**src/rtl/noc_pkg.sv**
```systemverilog
// Shared NoC definitions: default buffer geometry, flit-type encodings
// carried in the top three bits of every flit, and the packet-sequence
// FSM state type used by the input-buffer flit checker.
package noc_pkg;

    localparam int unsigned DATA_WIDTH_DEF = 32;
    localparam int unsigned DEPTH_DEF      = 4;

    localparam int unsigned FLIT_TYPE_W = 3;
    localparam logic [FLIT_TYPE_W-1:0] FLIT_HEADER = 3'b001;
    localparam logic [FLIT_TYPE_W-1:0] FLIT_BODY   = 3'b010;
    localparam logic [FLIT_TYPE_W-1:0] FLIT_TAIL   = 3'b100;

    typedef enum logic {
        SEQ_IDLE   = 1'b0,
        SEQ_IN_PKT = 1'b1
    } seq_state_e;

endpackage

```
**src/rtl/rx_flit_checker.sv**
```systemverilog
// Packet-sequence checker for flits accepted by the input buffer.
// Tracks header -> body* -> tail framing; any out-of-order or unknown
// flit type raises a sticky error that only reset clears. The state is
// left untouched on an error flit so later framing is judged from the
// last legal position.
//   clk_i       : clock, rising edge
//   rst_ni      : asynchronous active-low reset
//   wr_en_i     : a flit is being written this cycle
//   flit_type_i : type bits of the flit being written
//   err_seq_o   : sticky sequence error
module rx_flit_checker
    import noc_pkg::*;
(
    input  logic                   clk_i,
    input  logic                   rst_ni,
    input  logic                   wr_en_i,
    input  logic [FLIT_TYPE_W-1:0] flit_type_i,
    output logic                   err_seq_o
);

    seq_state_e state_q, state_d;
    logic       err_q, err_d;

    always_ff @(posedge clk_i or negedge rst_ni) begin
        if (!rst_ni) begin
            state_q <= SEQ_IDLE;
            err_q   <= 1'b0;
        end else begin
            state_q <= state_d;
            err_q   <= err_d;
        end
    end

    always_comb begin
        state_d = state_q;
        err_d   = err_q;
        if (wr_en_i) begin
            unique case (state_q)
                SEQ_IDLE: begin
                    if (flit_type_i == FLIT_HEADER) state_d = SEQ_IN_PKT;
                    else                            err_d   = 1'b1;
                end
                SEQ_IN_PKT: begin
                    if (flit_type_i == FLIT_BODY)      state_d = SEQ_IN_PKT;
                    else if (flit_type_i == FLIT_TAIL) state_d = SEQ_IDLE;
                    else                               err_d   = 1'b1;
                end
                default: state_d = SEQ_IDLE;
            endcase
        end
    end

    assign err_seq_o = err_q;

endmodule

```
**src/rtl/rx_input_buffer.sv**
```systemverilog
// Router input-port FIFO with DRTS/CTS flow control.
// CTS toggles low after every grant, so at most one flit is accepted
// every two cycles. Any of the five output-side read enables pops the
// head flit (several at once still pop only one). Flit framing is
// checked by rx_flit_checker.
//   clk                 : clock, rising edge
//   rst                 : asynchronous active-low reset
//   DRTS                : request-to-send from upstream
//   CTS                 : registered clear-to-send to upstream
//   RX                  : incoming flit
//   read_en_N/E/W/S/L   : pop requests
//   Data_out            : head flit (don't-care when empty)
//   empty, full         : occupancy flags
//   err_seq             : sticky flit-sequence error
module rx_input_buffer
    import noc_pkg::*;
#(
    parameter int unsigned DATA_WIDTH = DATA_WIDTH_DEF,
    parameter int unsigned DEPTH      = DEPTH_DEF     // power of two
) (
    input  logic                  clk,
    input  logic                  rst,
    input  logic                  DRTS,
    output logic                  CTS,
    input  logic [DATA_WIDTH-1:0] RX,
    input  logic                  read_en_N,
    input  logic                  read_en_E,
    input  logic                  read_en_W,
    input  logic                  read_en_S,
    input  logic                  read_en_L,
    output logic [DATA_WIDTH-1:0] Data_out,
    output logic                  empty,
    output logic                  full,
    output logic                  err_seq
);

    localparam int unsigned PTR_W = (DEPTH > 1) ? $clog2(DEPTH) : 1;
    localparam int unsigned CNT_W = $clog2(DEPTH) + 1;

    logic [DATA_WIDTH-1:0] mem [DEPTH];
    logic [PTR_W-1:0]      wr_ptr_q, wr_ptr_d;
    logic [PTR_W-1:0]      rd_ptr_q, rd_ptr_d;
    logic [CNT_W-1:0]      cnt_q, cnt_d;
    logic                  cts_q, cts_d;
    logic                  wr_en, rd_en;

    assign empty = (cnt_q == '0);
    assign full  = (cnt_q == CNT_W'(DEPTH));

    // A grant is only issued while not full, and no other write can land
    // before it is used, so a write never meets a full buffer.
    assign wr_en = DRTS & cts_q;
    assign rd_en = (read_en_N | read_en_E | read_en_W | read_en_S | read_en_L) & ~empty;
    assign cts_d = DRTS & ~cts_q & ~full;

    always_comb begin
        wr_ptr_d = wr_ptr_q;
        rd_ptr_d = rd_ptr_q;
        cnt_d    = cnt_q;
        // Power-of-two depth: pointer wrap is the natural overflow.
        if (wr_en) wr_ptr_d = wr_ptr_q + PTR_W'(1);
        if (rd_en) rd_ptr_d = rd_ptr_q + PTR_W'(1);
        unique case ({wr_en, rd_en})
            2'b10:   cnt_d = cnt_q + CNT_W'(1);
            2'b01:   cnt_d = cnt_q - CNT_W'(1);
            default: cnt_d = cnt_q;
        endcase
    end

    always_ff @(posedge clk or negedge rst) begin
        if (!rst) begin
            cts_q    <= 1'b0;
            wr_ptr_q <= '0;
            rd_ptr_q <= '0;
            cnt_q    <= '0;
        end else begin
            cts_q    <= cts_d;
            wr_ptr_q <= wr_ptr_d;
            rd_ptr_q <= rd_ptr_d;
            cnt_q    <= cnt_d;
        end
    end

    // Storage is intentionally not reset.
    always_ff @(posedge clk) begin
        if (wr_en) mem[wr_ptr_q] <= RX;
    end

    assign CTS      = cts_q;
    assign Data_out = mem[rd_ptr_q];

    rx_flit_checker u_checker (
        .clk_i       (clk),
        .rst_ni      (rst),
        .wr_en_i     (wr_en),
        .flit_type_i (RX[DATA_WIDTH-1 -: FLIT_TYPE_W]),
        .err_seq_o   (err_seq)
    );

endmodule

```
**config.mk**
```make
export PLATFORM = sky130hd
export DESIGN_NAME = rx_input_buffer
export DESIGN_NICKNAME = d
export VERILOG_FILES = /design/src/rtl/noc_pkg.sv /design/src/rtl/rx_flit_checker.sv /design/src/rtl/rx_input_buffer.sv
export SDC_FILE = /design/constraint.sdc
export NUM_CORES = 1
export LEC_CHECK = 0
export ABC_CLOCK_PERIOD_IN_PS = 2790
export BUFFER_PORTS_ARGS = -buffer_cell sky130_fd_sc_hd__buf_4
export CORE_ASPECT_RATIO = 1.25
export CORE_MARGIN = 4
export CORE_UTILIZATION = 47
export CTS_CLUSTER_DIAMETER = 150
export DETAILED_ROUTE_END_ITERATION = 10
export PLACE_DENSITY = 0.7
export SLEW_MARGIN = 25
export SYNTH_ARGS = -nofsm -noshare
export SYNTH_HDL_FRONTEND = slang
export SYNTH_HIERARCHICAL = 1
export SYNTH_SLANG_ARGS = --single-unit
```
**constraint.sdc**
```tcl
create_clock -name clk -period 2.79 [get_ports clk]
set_clock_uncertainty 0.15 [all_clocks]
set_input_delay 0.1395 -clock clk [delete_from_list [all_inputs] [get_ports clk]]
set_output_delay 0.1395 -clock clk [all_outputs]
set_load 0.005 [all_outputs]
```
==> metrics.txt, run 1 <==
# TYPE chip_impl_metric gauge
chip_impl_info{name="status",value="completed"} 1
chip_impl_metric{name="worst_endpoint_data_arrival_time",unit="ps"} 2100
chip_impl_metric{name="tightest_slew",unit="ps"} 843
chip_impl_info{name="launching_element_of_the_worst_setup_path",value="rd_ptr_q[0]$_DFFE_PN0P_"} 1
chip_impl_metric{name="insertion_delay",unit="ps"} 400
chip_impl_info{name="timing.rr.start",value="cnt_q[0]$_DFFE_PN0P_"} 1
chip_impl_metric{name="count_of_non_filler_cells_in_the_finished_layout",unit=""} 493
chip_impl_info{name="worst_hold_path_type",value="input port to flip-flop"} 1
chip_impl_info{name="synth.top_cells.by_area",value="edfxtp_1 (73%), mux4_2 (12%), dfrtp_1 (4.8%), mux4_1 (1.5%), ha_1 (1.2%)"} 1
chip_impl_info{name="critPathSlowestCell",value="dfrtp_2"} 1
chip_impl_metric{name="h_tree_lvl_count",unit=""} 4
chip_impl_metric{name="finalSetupViolations",unit=""} 0
chip_impl_metric{name="synth_sequential_area_ratio",unit=""} 0.782
chip_impl_metric{name="final_min_period_over_clock_period",unit=""} 0.857
chip_impl_metric{name="clk_pin_slew",unit="ps"} 50
chip_impl_metric{name="synth.avg_cell_area",unit="um2"} 23.6
chip_impl_metric{name="detailroute.via_count",unit=""} 2543
chip_impl_metric{name="timing.critical_path.required",unit="ps"} 2500
chip_impl_metric{name="antenna_diode_instance_count",unit=""} 0
chip_impl_metric{name="cap_viol_max_count",unit=""} 0
chip_impl_metric{name="synthesis.nets",unit=""} 268
chip_impl_metric{name="clockBufferDepth",unit=""} 2
chip_impl_metric{name="worstPathBufferInverterCount",unit=""} 2
chip_impl_info{name="cts_tree",value="yes"} 1
chip_impl_metric{name="path_max_fanout",unit=""} 18
chip_impl_metric{name="mapped_cell_area",unit="um2"} 5230
chip_impl_metric{name="area_fraction_of_the_dominant_cell_type_after_synthesis",unit=""} 0.735
chip_impl_metric{name="numCtsBuffers",unit=""} 17
chip_impl_metric{name="tritoncts_num_sinks",unit=""} 138
chip_impl_metric{name="numPortBuffers",unit=""} 75
chip_impl_metric{name="place_worst_setup_slack",unit="ps"} 715
chip_impl_metric{name="antenna_left",unit=""} 0
chip_impl_info{name="ctsRootBufferMaster",value="clkbuf_16"} 1
chip_impl_metric{name="timing.max_slew.rel_slack",unit=""} 0.438
chip_impl_metric{name="peakVddDrop",unit="V"} 0.000691
chip_impl_metric{name="clock.fmax",unit="MHz"} 418
chip_impl_metric{name="placed_cell_area",unit="um2"} 5930
chip_impl_metric{name="wl_met3",unit="um"} 411
chip_impl_metric{name="syn_inst",unit=""} 222
chip_impl_info{name="category_of_cells_accounting_for_the_largest_share_of_critical_path_delay",value="flip-flops"} 1
chip_impl_info{name="setup.worst_path.start_class",value="flip-flop"} 1
chip_impl_metric{name="ios",unit=""} 76
chip_impl_info{name="highest_metal_layer_used_by_the_detailed_router",value="met4"} 1
chip_impl_metric{name="fin_nets",unit=""} 394
chip_impl_metric{name="design_area",unit="um2"} 6860
chip_impl_metric{name="netlist-cell-type-count",unit=""} 26
chip_impl_metric{name="design_power_total",unit="mW"} 6.47
chip_impl_metric{name="postSynthRegisterBits",unit=""} 138
chip_impl_metric{name="power.density",unit="nW/um2"} 942
chip_impl_info{name="netlist.top_cell.by_area",value="edfxtp_1"} 1
chip_impl_metric{name="drt_first_pass_iters",unit=""} 6
chip_impl_info{name="timing_worst_setup_path_type",value="flip-flop to primary output"} 1
chip_impl_info{name="worst_hold_startpoint",value="read_en_W"} 1
chip_impl_metric{name="routabilityCongestion",unit=""} 0.725
chip_impl_metric{name="final_design_utilization",unit=""} 0.640
chip_impl_metric{name="wl_per_cell",unit="um"} 19.2
chip_impl_metric{name="initial_core_util",unit=""} 0.488
chip_impl_metric{name="num-fill-cells",unit=""} 748
chip_impl_info{name="worstSetupEndpointType",value="primary output"} 1
chip_impl_metric{name="dr_wl_met2",unit="mm"} 5.20
chip_impl_metric{name="drt_drc_violations_left",unit=""} 0
chip_impl_metric{name="globalRouteTotalUtil",unit=""} 0.160
chip_impl_metric{name="worst_hold_slack",unit="ps"} 46.2
chip_impl_metric{name="detail_route.vias_per_cell",unit=""} 5.16
chip_impl_metric{name="antenna_found_initial",unit=""} 0
chip_impl_metric{name="post_route_cells_drive_above_1_share",unit=""} 0.402
chip_impl_metric{name="timing.final.max_slew_violations",unit=""} 0
chip_impl_metric{name="area_delta_synth_final",unit="%"} 31.2
chip_impl_metric{name="sum_of_net_half_perimeters_after_detailed_placement",unit="mm"} 5.77
chip_impl_metric{name="wire_length_of_the_first_global_routing_pass",unit="mm"} 14.9
chip_impl_metric{name="total_leakage_power",unit="nW"} 2.48
chip_impl_metric{name="setup_ws",unit="ps"} 400
chip_impl_metric{name="place.detailed.instances",unit=""} 426
chip_impl_metric{name="tns",unit="ps"} 0
chip_impl_metric{name="grt_start_max_net_pins",unit=""} 34
chip_impl_metric{name="m1WireLength",unit="mm"} 3.80
chip_impl_metric{name="drt-initial-drc-count",unit=""} 141
chip_impl_metric{name="die-height",unit="um"} 126
chip_impl_metric{name="finalHoldViolations",unit=""} 0
chip_impl_metric{name="total_congestion_overflow",unit=""} 0
chip_impl_metric{name="first_global_vias",unit=""} 2794
chip_impl_metric{name="finalWorstPathRequiredPeriod",unit="ps"} 2390
chip_impl_metric{name="synth_warn",unit=""} 6
chip_impl_metric{name="row_count",unit=""} 42
chip_impl_info{name="rsz_0062_raised_after_global_routing",value="no"} 1
chip_impl_metric{name="die_width",unit="um"} 102
chip_impl_metric{name="core_area",unit="um2"} 10700
chip_impl_metric{name="die_outline_area",unit="um2"} 12900
chip_impl_metric{name="cp_slowest_stage_delay",unit="ps"} 720
chip_impl_info{name="worstPathCellList",value="buf_12 > mux4_2 > buf_4"} 1
chip_impl_metric{name="drt_wl_total",unit="mm"} 9.48
what timing repair did:
action	4_1_cts	5_1_grt
hold buffers	35	0
buffers inserted	0	0
hold endpoints to repair	143	0
endpoints found under the setup margin	0	0
resized for setup	0	0
routing by layer:
layer	vias up	global-route usage
li1	1175	-
met1	1296	0.196
met2	68	0.269
met3	4	0.0553
met4	0	0.0440
met5	-	0
area by class of cell:
type	instances	area [um2]	share of cell area
Clock buffer	19	433	0.0631
Clock inverter	13	151	0.0221
Inverter	7	26.3	0.00383
Multi-Input combinational cell	69	1030	0.150
Sequential cell	138	4100	0.597
Tap cell	132	165	0.0241
Timing Repair Buffer	115	963	0.140
worst min-delay path, delay by kind of cell:
kind	cells	cell delay, ps
buffers and inverters	1	80
AOI/OAI and AO/OA	1	210
and+or+nand+nor	1	40
xor gates and xnor gates	1	90
synth_stat cells (all sizes together):
library cell	n
dfrtp	10
mux2i	1
xor2	4
a211oi	1
nand3	1
inv	7
nor2	4
nand3b	3
edfxtp	128
a21oi	3
ha	5
and3	5
nor3b	1
nor3	2
xnor2	3
nand2	1
o21ai	1
clkbuf	1
buf	7
fa	1
a31o	1
mux4	32
layout by cell type, fill, tap and decap left out, drive strengths merged, types with 2 or more instances in the layout:
master / instances
dfrtp: 10
clkbuf: 19
inv: 8
xor2: 4
buf: 80
xnor2: 3
bufinv: 3
clkinv: 8
nor2: 4
dlygate4sd3: 35
mux4: 32
nor3: 2
a21oi: 3
ha: 5
edfxtp: 128
and3: 5
nand3b: 3
registers in the layout (all words and copies together) (netlist names):
register,count
CTS,1
cnt_q,3
mem,128
rd_ptr_q,2
u_checker/err_seq_o,1
u_checker/state_q,1
wr_ptr_q,2
where the power goes:
part	total, mW	switching [mW]	internal, mW
logic	1.56	0.588	0.971
clock network	2.16	0.769	1.40
registers	2.74	0.246	2.49
cells by family (layout without fill, tap and decap cells):
kind of cell / after synthesis / after routing / share of synthesized area
xor+xnor: 7 / 7 / 0.0117
fa+ha+maj: 6 / 6 / 0.0158
buf+inv: 15 / 154 / 0.0222
simple gates: 17 / 17 / 0.0182
flops: 138 / 138 / 0.782
mux: 33 / 33 / 0.142
compound gates: 6 / 6 / 0.00789
final timing paths:
check | endpoint | slack, ps | cells past startpoint
worst max-delay path | Data_out[29] | 400 | 3
worst min-delay path | rd_ptr_q[1]$_DFFE_PN0P_ | 50 | 4
worst max register to register | cnt_q[2]$_DFFE_PN0P_ | 670 | 8
worst min register to register | u_checker/err_seq_o$_DFFE_PN0P_ | 330 | 1
max in group asynchronous | rd_ptr_q[0]$_DFFE_PN0P_ | 1530 | 3
min in group asynchronous | CTS$_DFF_PN0_ | 610 | 3
Power figures use the tool's default switching activity.
==> inputs of run 2 (changes only) <==
--- a/config.mk
+++ b/config.mk
@@ -5,7 +5,7 @@
 export SDC_FILE = /design/constraint.sdc
 export NUM_CORES = 1
 export LEC_CHECK = 0
-export ABC_CLOCK_PERIOD_IN_PS = 2790
+export ABC_CLOCK_PERIOD_IN_PS = 2200
 export BUFFER_PORTS_ARGS = -buffer_cell sky130_fd_sc_hd__buf_4
 export CORE_ASPECT_RATIO = 1.25
 export CORE_MARGIN = 4
==> constraint.sdc (replaced) <==
create_clock -name clk -period 2.2 [get_ports clk]
set_clock_uncertainty 0.15 [all_clocks]
set_input_delay 0.11 -clock clk [delete_from_list [all_inputs] [get_ports clk]]
set_output_delay 0.11 -clock clk [all_outputs]
set_load 0.005 [all_outputs]
==> metrics.txt, run 2 (synthesis gave the netlist of run 1 again) <==
# TYPE chip_impl_metric gauge
chip_impl_info{name="status",value="completed"} 1
chip_impl_metric{name="drt_drc_violations_left",unit=""} 0
chip_impl_metric{name="drt_wl_total",unit="mm"} 9.17
chip_impl_metric{name="initial_core_util",unit=""} 0.488
chip_impl_metric{name="cts-resized-gates",unit=""} 0
chip_impl_metric{name="place_worst_setup_slack",unit="ps"} 198
chip_impl_info{name="highest_metal_layer_used_by_the_detailed_router",value="met4"} 1
chip_impl_metric{name="p_comb_frac",unit=""} 0.271
chip_impl_metric{name="final_min_period_over_clock_period",unit=""} 0.951
chip_impl_metric{name="fin_nets",unit=""} 404
chip_impl_metric{name="antenna_found_initial",unit=""} 0
chip_impl_info{name="cts_tree",value="yes"} 1
chip_impl_metric{name="cap_viol_max_count",unit=""} 0
chip_impl_metric{name="routabilityCongestion",unit=""} 0.687
chip_impl_info{name="category_of_cells_accounting_for_the_largest_share_of_critical_path_delay",value="multiplexers"} 1
chip_impl_metric{name="largest_reg_flops",unit=""} 128
chip_impl_metric{name="fraction_of_power_spent_switching_nets",unit=""} 0.249
chip_impl_metric{name="dr_wl_met2",unit="mm"} 4.94
chip_impl_metric{name="tightest_slew",unit="ps"} 507
chip_impl_info{name="worst_hold_path_type",value="input port to flip-flop"} 1
chip_impl_metric{name="cp_slowest_stage_delay",unit="ps"} 570
chip_impl_info{name="cpMostUsedCell",value="buf_4"} 1
chip_impl_metric{name="wl_per_cell",unit="um"} 18.2
chip_impl_metric{name="insertion_delay",unit="ps"} 400
chip_impl_metric{name="setup_ws",unit="ps"} 108
chip_impl_metric{name="multiInputGateArea",unit="um2"} 1030
chip_impl_metric{name="finalSetupViolations",unit=""} 0
chip_impl_metric{name="wl_met3",unit="um"} 425
chip_impl_metric{name="globalRouteTotalUtil",unit=""} 0.157
chip_impl_metric{name="worstPathBufferInverterCount",unit=""} 2
chip_impl_info{name="layout.cells.most_common",value="edfxtp_1"} 1
chip_impl_metric{name="timing.critical_path.required",unit="ps"} 1940
chip_impl_metric{name="share_seq_of_total_power",unit=""} 0.396
chip_impl_metric{name="die_outline_area",unit="um2"} 12900
chip_impl_metric{name="internal_power",unit="mW"} 6.20
chip_impl_info{name="worstSetupEndpointType",value="primary output"} 1
chip_impl_info{name="reg.largest.list",value="mem x128, cnt_q x3"} 1
chip_impl_metric{name="area_delta_synth_final",unit="%"} 32.7
chip_impl_metric{name="finalWorstPathRequiredPeriod",unit="ps"} 2090
chip_impl_info{name="timing_worst_setup_path_type",value="flip-flop to primary output"} 1
chip_impl_metric{name="power.net_switching",unit="mW"} 2.05
chip_impl_metric{name="ff_latch_area",unit="um2"} 4100
chip_impl_metric{name="design_power_total",unit="mW"} 8.25
chip_impl_metric{name="core_area",unit="um2"} 10700
chip_impl_metric{name="worst_endpoint_data_arrival_time",unit="ps"} 1830
chip_impl_metric{name="grt_start_max_net_pins",unit=""} 33
chip_impl_metric{name="clockPowerShare",unit=""} 0.333
chip_impl_metric{name="die-height",unit="um"} 126
chip_impl_metric{name="drt_first_pass_iters",unit=""} 4
chip_impl_info{name="regMostFlops",value="mem"} 1
chip_impl_metric{name="first_global_vias",unit=""} 2947
chip_impl_metric{name="antenna_diode_instance_count",unit=""} 0
chip_impl_info{name="ctsRootBufferMaster",value="clkbuf_16"} 1
chip_impl_metric{name="tritoncts_num_sinks",unit=""} 138
chip_impl_metric{name="drt-initial-drc-count",unit=""} 113
chip_impl_metric{name="finalHoldViolations",unit=""} 0
chip_impl_metric{name="peakVddDrop",unit="V"} 0.000656
chip_impl_info{name="layout_common_cells",value="edfxtp_1 (128), buf_4 (87), dlygate4sd3_1 (37)"} 1
chip_impl_metric{name="total_congestion_overflow",unit=""} 0
chip_impl_metric{name="timing.final.max_slew_violations",unit=""} 0
chip_impl_metric{name="detail_route.vias_per_cell",unit=""} 5.21
chip_impl_metric{name="numPortBuffers",unit=""} 75
chip_impl_metric{name="wire_length_of_the_first_global_routing_pass",unit="mm"} 14.8
chip_impl_metric{name="total_leakage_power",unit="nW"} 2.53
chip_impl_metric{name="post_route_cells_drive_above_1_share",unit=""} 0.410
chip_impl_metric{name="timing.max_slew.rel_slack",unit=""} 0.661
chip_impl_info{name="worstPathCellList",value="buf_4 > mux4_2 > buf_4"} 1
chip_impl_metric{name="detailroute.via_count",unit=""} 2623
chip_impl_metric{name="clock.fmax",unit="MHz"} 478
chip_impl_metric{name="power.density",unit="nW/um2"} 1190
chip_impl_metric{name="path_max_fanout",unit=""} 16
chip_impl_metric{name="clk_pin_slew",unit="ps"} 50
chip_impl_metric{name="row_count",unit=""} 42
chip_impl_metric{name="numCtsBuffers",unit=""} 17
chip_impl_metric{name="ios",unit=""} 76
chip_impl_metric{name="antenna_left",unit=""} 0
chip_impl_metric{name="sum_of_net_half_perimeters_after_detailed_placement",unit="mm"} 5.67
chip_impl_info{name="critPathSlowestCell",value="mux4_2"} 1
chip_impl_metric{name="num-fill-cells",unit=""} 745
chip_impl_info{name="setup.worst_path.start_class",value="flip-flop"} 1
chip_impl_metric{name="h_tree_lvl_count",unit=""} 4
chip_impl_metric{name="m1WireLength",unit="mm"} 3.63
chip_impl_metric{name="tns",unit="ps"} 0
chip_impl_metric{name="die_width",unit="um"} 102
chip_impl_info{name="rsz_0062_raised_after_global_routing",value="no"} 1
chip_impl_metric{name="clockBufferDepth",unit=""} 2
-- run 2: cell types whose count changed in the layout (fill, tap and decap cells not counted), sizes merged --
cell / previous run / this run
clkbuf: 19 / 18
clkinvlp: 1 / 0
buf: 80 / 88
inv: 8 / 7
clkinv: 8 / 11
dlygate4sd3: 35 / 37
-- run 2: area by class of cell --
cell class | instances | share of cell area
clock buffers | 18 | 0.0618
repair buffers | 125 | 0.150
inverters | 7 | 0.00378
clock inverters | 14 | 0.0223
well taps | 132 | 0.0238
multi-input cells | 69 | 0.148
flip-flops and latches | 138 | 0.590
-- run 2: metrics by stage --
stage               std cells  hold slack [ps]   util  area (um2)
finish                    503             29.0  0.648        6940
global route              503             42.7  0.648        6940
CTS                       503             12.4  0.648        6940
detailed placement        434             -198  0.559        5990
global placement          434             -202  0.559        5990
floorplan                 222             -336      -        5230
-- run 2: repair_timing --
action,CTS,global route
buffers inserted,0,0
hold buffers,37,0
hold endpoints to repair,144,0
-- run 2: path summary, 6_finish.rpt --
path	from	to	slack, ps	cells past startpoint
min reg2reg	u_checker/err_seq_o$_DFFE_PN0P_	u_checker/err_seq_o$_DFFE_PN0P_	330	1
max in group asynchronous	rst	rd_ptr_q[0]$_DFFE_PN0P_	930	3
max	rd_ptr_q[0]$_DFFE_PN0P_	Data_out[28]	110	3
min	read_en_L	rd_ptr_q[0]$_DFFE_PN0P_	30	4
max reg2reg	cnt_q[0]$_DFFE_PN0P_	cnt_q[2]$_DFFE_PN0P_	190	8
min in group asynchronous	rst	u_checker/state_q$_DFFE_PN0P_	600	3
-- run 2: worst reg2reg max path: stages, from the launching register on --
cell	delay (ps)
dfrtp_1	380
nor3_1	90
a21oi_1	200
ha_1	240
inv_1	70
fa_1	370
xor2_1	150
nor2_1	120
xor2_1	160
-- run 2: layer usage --
metal | vias up | global-route usage
li1 | 1198 | -
met1 | 1343 | 0.190
met2 | 69 | 0.258
met3 | 13 | 0.0415
met4 | 0 | 0.0772
met5 | - | 0
-- run 2: power groups by stage --
| stage | Clock, mW | Sequential (mW) | Combinational, mW |
|---|---|---|---|
| after CTS | 2.80 | 3.27 | 2.31 |
| after floorplan | 0 | 3.29 | 1.39 |
| final | 2.75 | 3.26 | 2.24 |
| after detailed placement | 0 | 3.32 | 2.24 |
| after global placement | 0 | 3.30 | 2.22 |
| after global routing | 2.95 | 3.29 | 2.44 |
==> inputs of run 3 (changes only) <==
--- a/config.mk
+++ b/config.mk
@@ -13,6 +13,7 @@
 export CTS_CLUSTER_DIAMETER = 150
 export DETAILED_ROUTE_END_ITERATION = 10
 export PLACE_DENSITY = 0.7
+export REMOVE_ABC_BUFFERS = 1
 export SLEW_MARGIN = 25
 export SYNTH_ARGS = -nofsm -noshare
 export SYNTH_HDL_FRONTEND = slang
==> metrics.txt, run 3 (synthesis gave the netlist of run 1 again) <==
# TYPE chip_impl_metric gauge
chip_impl_metric{name="place.detailed.instances",unit=""} 433
chip_impl_metric{name="first_global_vias",unit=""} 2836
chip_impl_metric{name="finalWorstPathRequiredPeriod",unit="ps"} 2040
chip_impl_metric{name="clk_pin_slew",unit="ps"} 50
chip_impl_info{name="ctsRootBufferMaster",value="clkbuf_16"} 1
chip_impl_metric{name="antenna_left",unit=""} 0
chip_impl_metric{name="total_leakage_power",unit="nW"} 2.56
chip_impl_info{name="reg.largest.list",value="mem x128, cnt_q x3"} 1
chip_impl_metric{name="cp_slowest_stage_delay",unit="ps"} 610
chip_impl_metric{name="wire_length_of_the_first_global_routing_pass",unit="mm"} 15.1
chip_impl_metric{name="cts-hold-fix-buffers",unit=""} 36
chip_impl_metric{name="largest_reg_flops",unit=""} 128
chip_impl_metric{name="antenna_diode_instance_count",unit=""} 0
chip_impl_info{name="regMostFlops",value="mem"} 1
chip_impl_metric{name="num-fill-cells",unit=""} 744
chip_impl_metric{name="numPortBuffers",unit=""} 75
chip_impl_metric{name="drt-initial-drc-count",unit=""} 121
chip_impl_metric{name="routabilityCongestion",unit=""} 0.705
chip_impl_info{name="layout_common_cells",value="edfxtp_1 (128), buf_4 (85), dlygate4sd3_1 (36)"} 1
chip_impl_metric{name="cts-resized-gates",unit=""} 0
chip_impl_metric{name="fin_nets",unit=""} 402
chip_impl_metric{name="count_of_non_filler_cells_in_the_finished_layout",unit=""} 501
chip_impl_metric{name="detailroute.via_count",unit=""} 2604
chip_impl_metric{name="place_worst_setup_slack",unit="ps"} 181
chip_impl_metric{name="total_congestion_overflow",unit=""} 0
chip_impl_metric{name="h_tree_lvl_count",unit=""} 4
chip_impl_metric{name="tns",unit="ps"} 0
chip_impl_metric{name="timing.max_slew.rel_slack",unit=""} 0.705
chip_impl_metric{name="core_area",unit="um2"} 10700
chip_impl_metric{name="antenna_found_initial",unit=""} 0
chip_impl_metric{name="area_delta_synth_final",unit="%"} 33.5
chip_impl_metric{name="tritoncts_num_sinks",unit=""} 138
chip_impl_metric{name="drt_drc_violations_left",unit=""} 0
chip_impl_info{name="timing_worst_setup_path_type",value="flip-flop to primary output"} 1
chip_impl_info{name="rsz_0062_raised_after_global_routing",value="no"} 1
chip_impl_metric{name="timing.critical_path.required",unit="ps"} 1940
chip_impl_info{name="worst_hold_path_type",value="input port to flip-flop"} 1
chip_impl_metric{name="die_outline_area",unit="um2"} 12900
chip_impl_metric{name="finalHoldViolations",unit=""} 0
chip_impl_metric{name="post_route_cells_drive_above_1_share",unit=""} 0.420
chip_impl_metric{name="detail_route.vias_per_cell",unit=""} 5.20
chip_impl_metric{name="grt_start_max_net_pins",unit=""} 25
chip_impl_metric{name="worst_endpoint_data_arrival_time",unit="ps"} 1780
chip_impl_metric{name="timing.final.max_slew_violations",unit=""} 0
chip_impl_metric{name="row_count",unit=""} 42
chip_impl_metric{name="power.density",unit="nW/um2"} 1200
chip_impl_metric{name="peakVddDrop",unit="V"} 0.000841
chip_impl_metric{name="clockBufferDepth",unit=""} 2
chip_impl_metric{name="placed_cell_area",unit="um2"} 5990
chip_impl_metric{name="globalRouteTotalUtil",unit=""} 0.160
chip_impl_metric{name="drt_wl_total",unit="mm"} 9.21
chip_impl_metric{name="sum_of_net_half_perimeters_after_detailed_placement",unit="mm"} 5.71
chip_impl_metric{name="design_area",unit="um2"} 6990
chip_impl_metric{name="final_min_period_over_clock_period",unit=""} 0.926
chip_impl_metric{name="die_width",unit="um"} 102
chip_impl_metric{name="finalSetupViolations",unit=""} 0
chip_impl_metric{name="cts_setup_buffers",unit=""} 0
chip_impl_info{name="status",value="completed"} 1
chip_impl_metric{name="numCtsBuffers",unit=""} 17
chip_impl_metric{name="path_max_fanout",unit=""} 24
chip_impl_metric{name="cap_viol_max_count",unit=""} 0
chip_impl_metric{name="clock.fmax",unit="MHz"} 491
chip_impl_info{name="layout.cells.most_common",value="edfxtp_1"} 1
chip_impl_metric{name="setup_ws",unit="ps"} 164
chip_impl_metric{name="die-height",unit="um"} 126
chip_impl_info{name="worstPathCellList",value="buf_12 > mux4_1 > buf_4"} 1
chip_impl_metric{name="wl_per_cell",unit="um"} 18.4
chip_impl_metric{name="ios",unit=""} 76
chip_impl_metric{name="drt_first_pass_iters",unit=""} 4
chip_impl_metric{name="tightest_slew",unit="ps"} 441
chip_impl_metric{name="insertion_delay",unit="ps"} 400
chip_impl_info{name="cts_tree",value="yes"} 1
chip_impl_info{name="worstSetupEndpointType",value="primary output"} 1
chip_impl_info{name="critPathSlowestCell",value="mux4_1"} 1
chip_impl_info{name="setup.worst_path.start_class",value="flip-flop"} 1
chip_impl_metric{name="initial_core_util",unit=""} 0.488
## run 3: changes by cell type in the layout (fill, tap and decap cells not counted), sizes merged
cell / delta
clkbuf: +8
clkinv: -8
bufinv: -3
inv: +3
buf: -1
dlygate4sd3: -1
## run 3: report_power, final
group,internal (mW),switching [mW]
registers,3.16,0.148
logic,1.29,0.931
clock network,1.87,0.979
## run 3: through the flow
step                power, mW  hold slack, ps  utilization
global placement         5.55            -203        0.559
detailed placement       5.59            -204        0.559
global route             8.82            24.7        0.652
finish                   8.39            20.0        0.652
CTS                      8.51            3.42        0.652
floorplan                4.51            -336            -
## run 3: layout make-up
class,count,area (um2),share of cell area
multi-input combinational,69,1030,0.147
clock inverter,6,37.5,0.00537
timing repair buffer,123,1040,0.149
sequential,138,4100,0.586
inverter,7,26.3,0.00376
tap,132,165,0.0236
clock buffer,26,596,0.0852
## run 3: critical path, delay by kind of cell (launching register included)
family / cells / cell delay [ps]
buffers and inverters: 2 / 390
muxes: 1 / 610
DFF: 1 / 380
## run 3: per-layer routing
| layer | GRT usage | up-vias | part of all wire |
|---|---|---|---|
| met1 | 0.202 | 1336 | 0.40 |
| met4 | 0.0533 | 0 | 0.0089 |
| met3 | 0.0509 | 9 | 0.050 |
| li1 | - | 1187 | - |
| met5 | 0 | - | 0 |
| met2 | 0.263 | 72 | 0.54 |
## run 3: path summary, 6_finish.rpt
check	startpoint	slack, ps	to	cells after the start
max in group asynchronous	rst	1010	rd_ptr_q[0]$_DFFE_PN0P_	3
min in group asynchronous	rst	560	wr_ptr_q[1]$_DFFE_PN0P_	3
setup reg to reg	cnt_q[0]$_DFFE_PN0P_	180	cnt_q[2]$_DFFE_PN0P_	8
hold / removal	read_en_L	20	rd_ptr_q[0]$_DFFE_PN0P_	4
hold reg to reg	u_checker/err_seq_o$_DFFE_PN0P_	340	u_checker/err_seq_o$_DFFE_PN0P_	1
setup / recovery	rd_ptr_q[0]$_DFFE_PN0P_	160	Data_out[31]	3
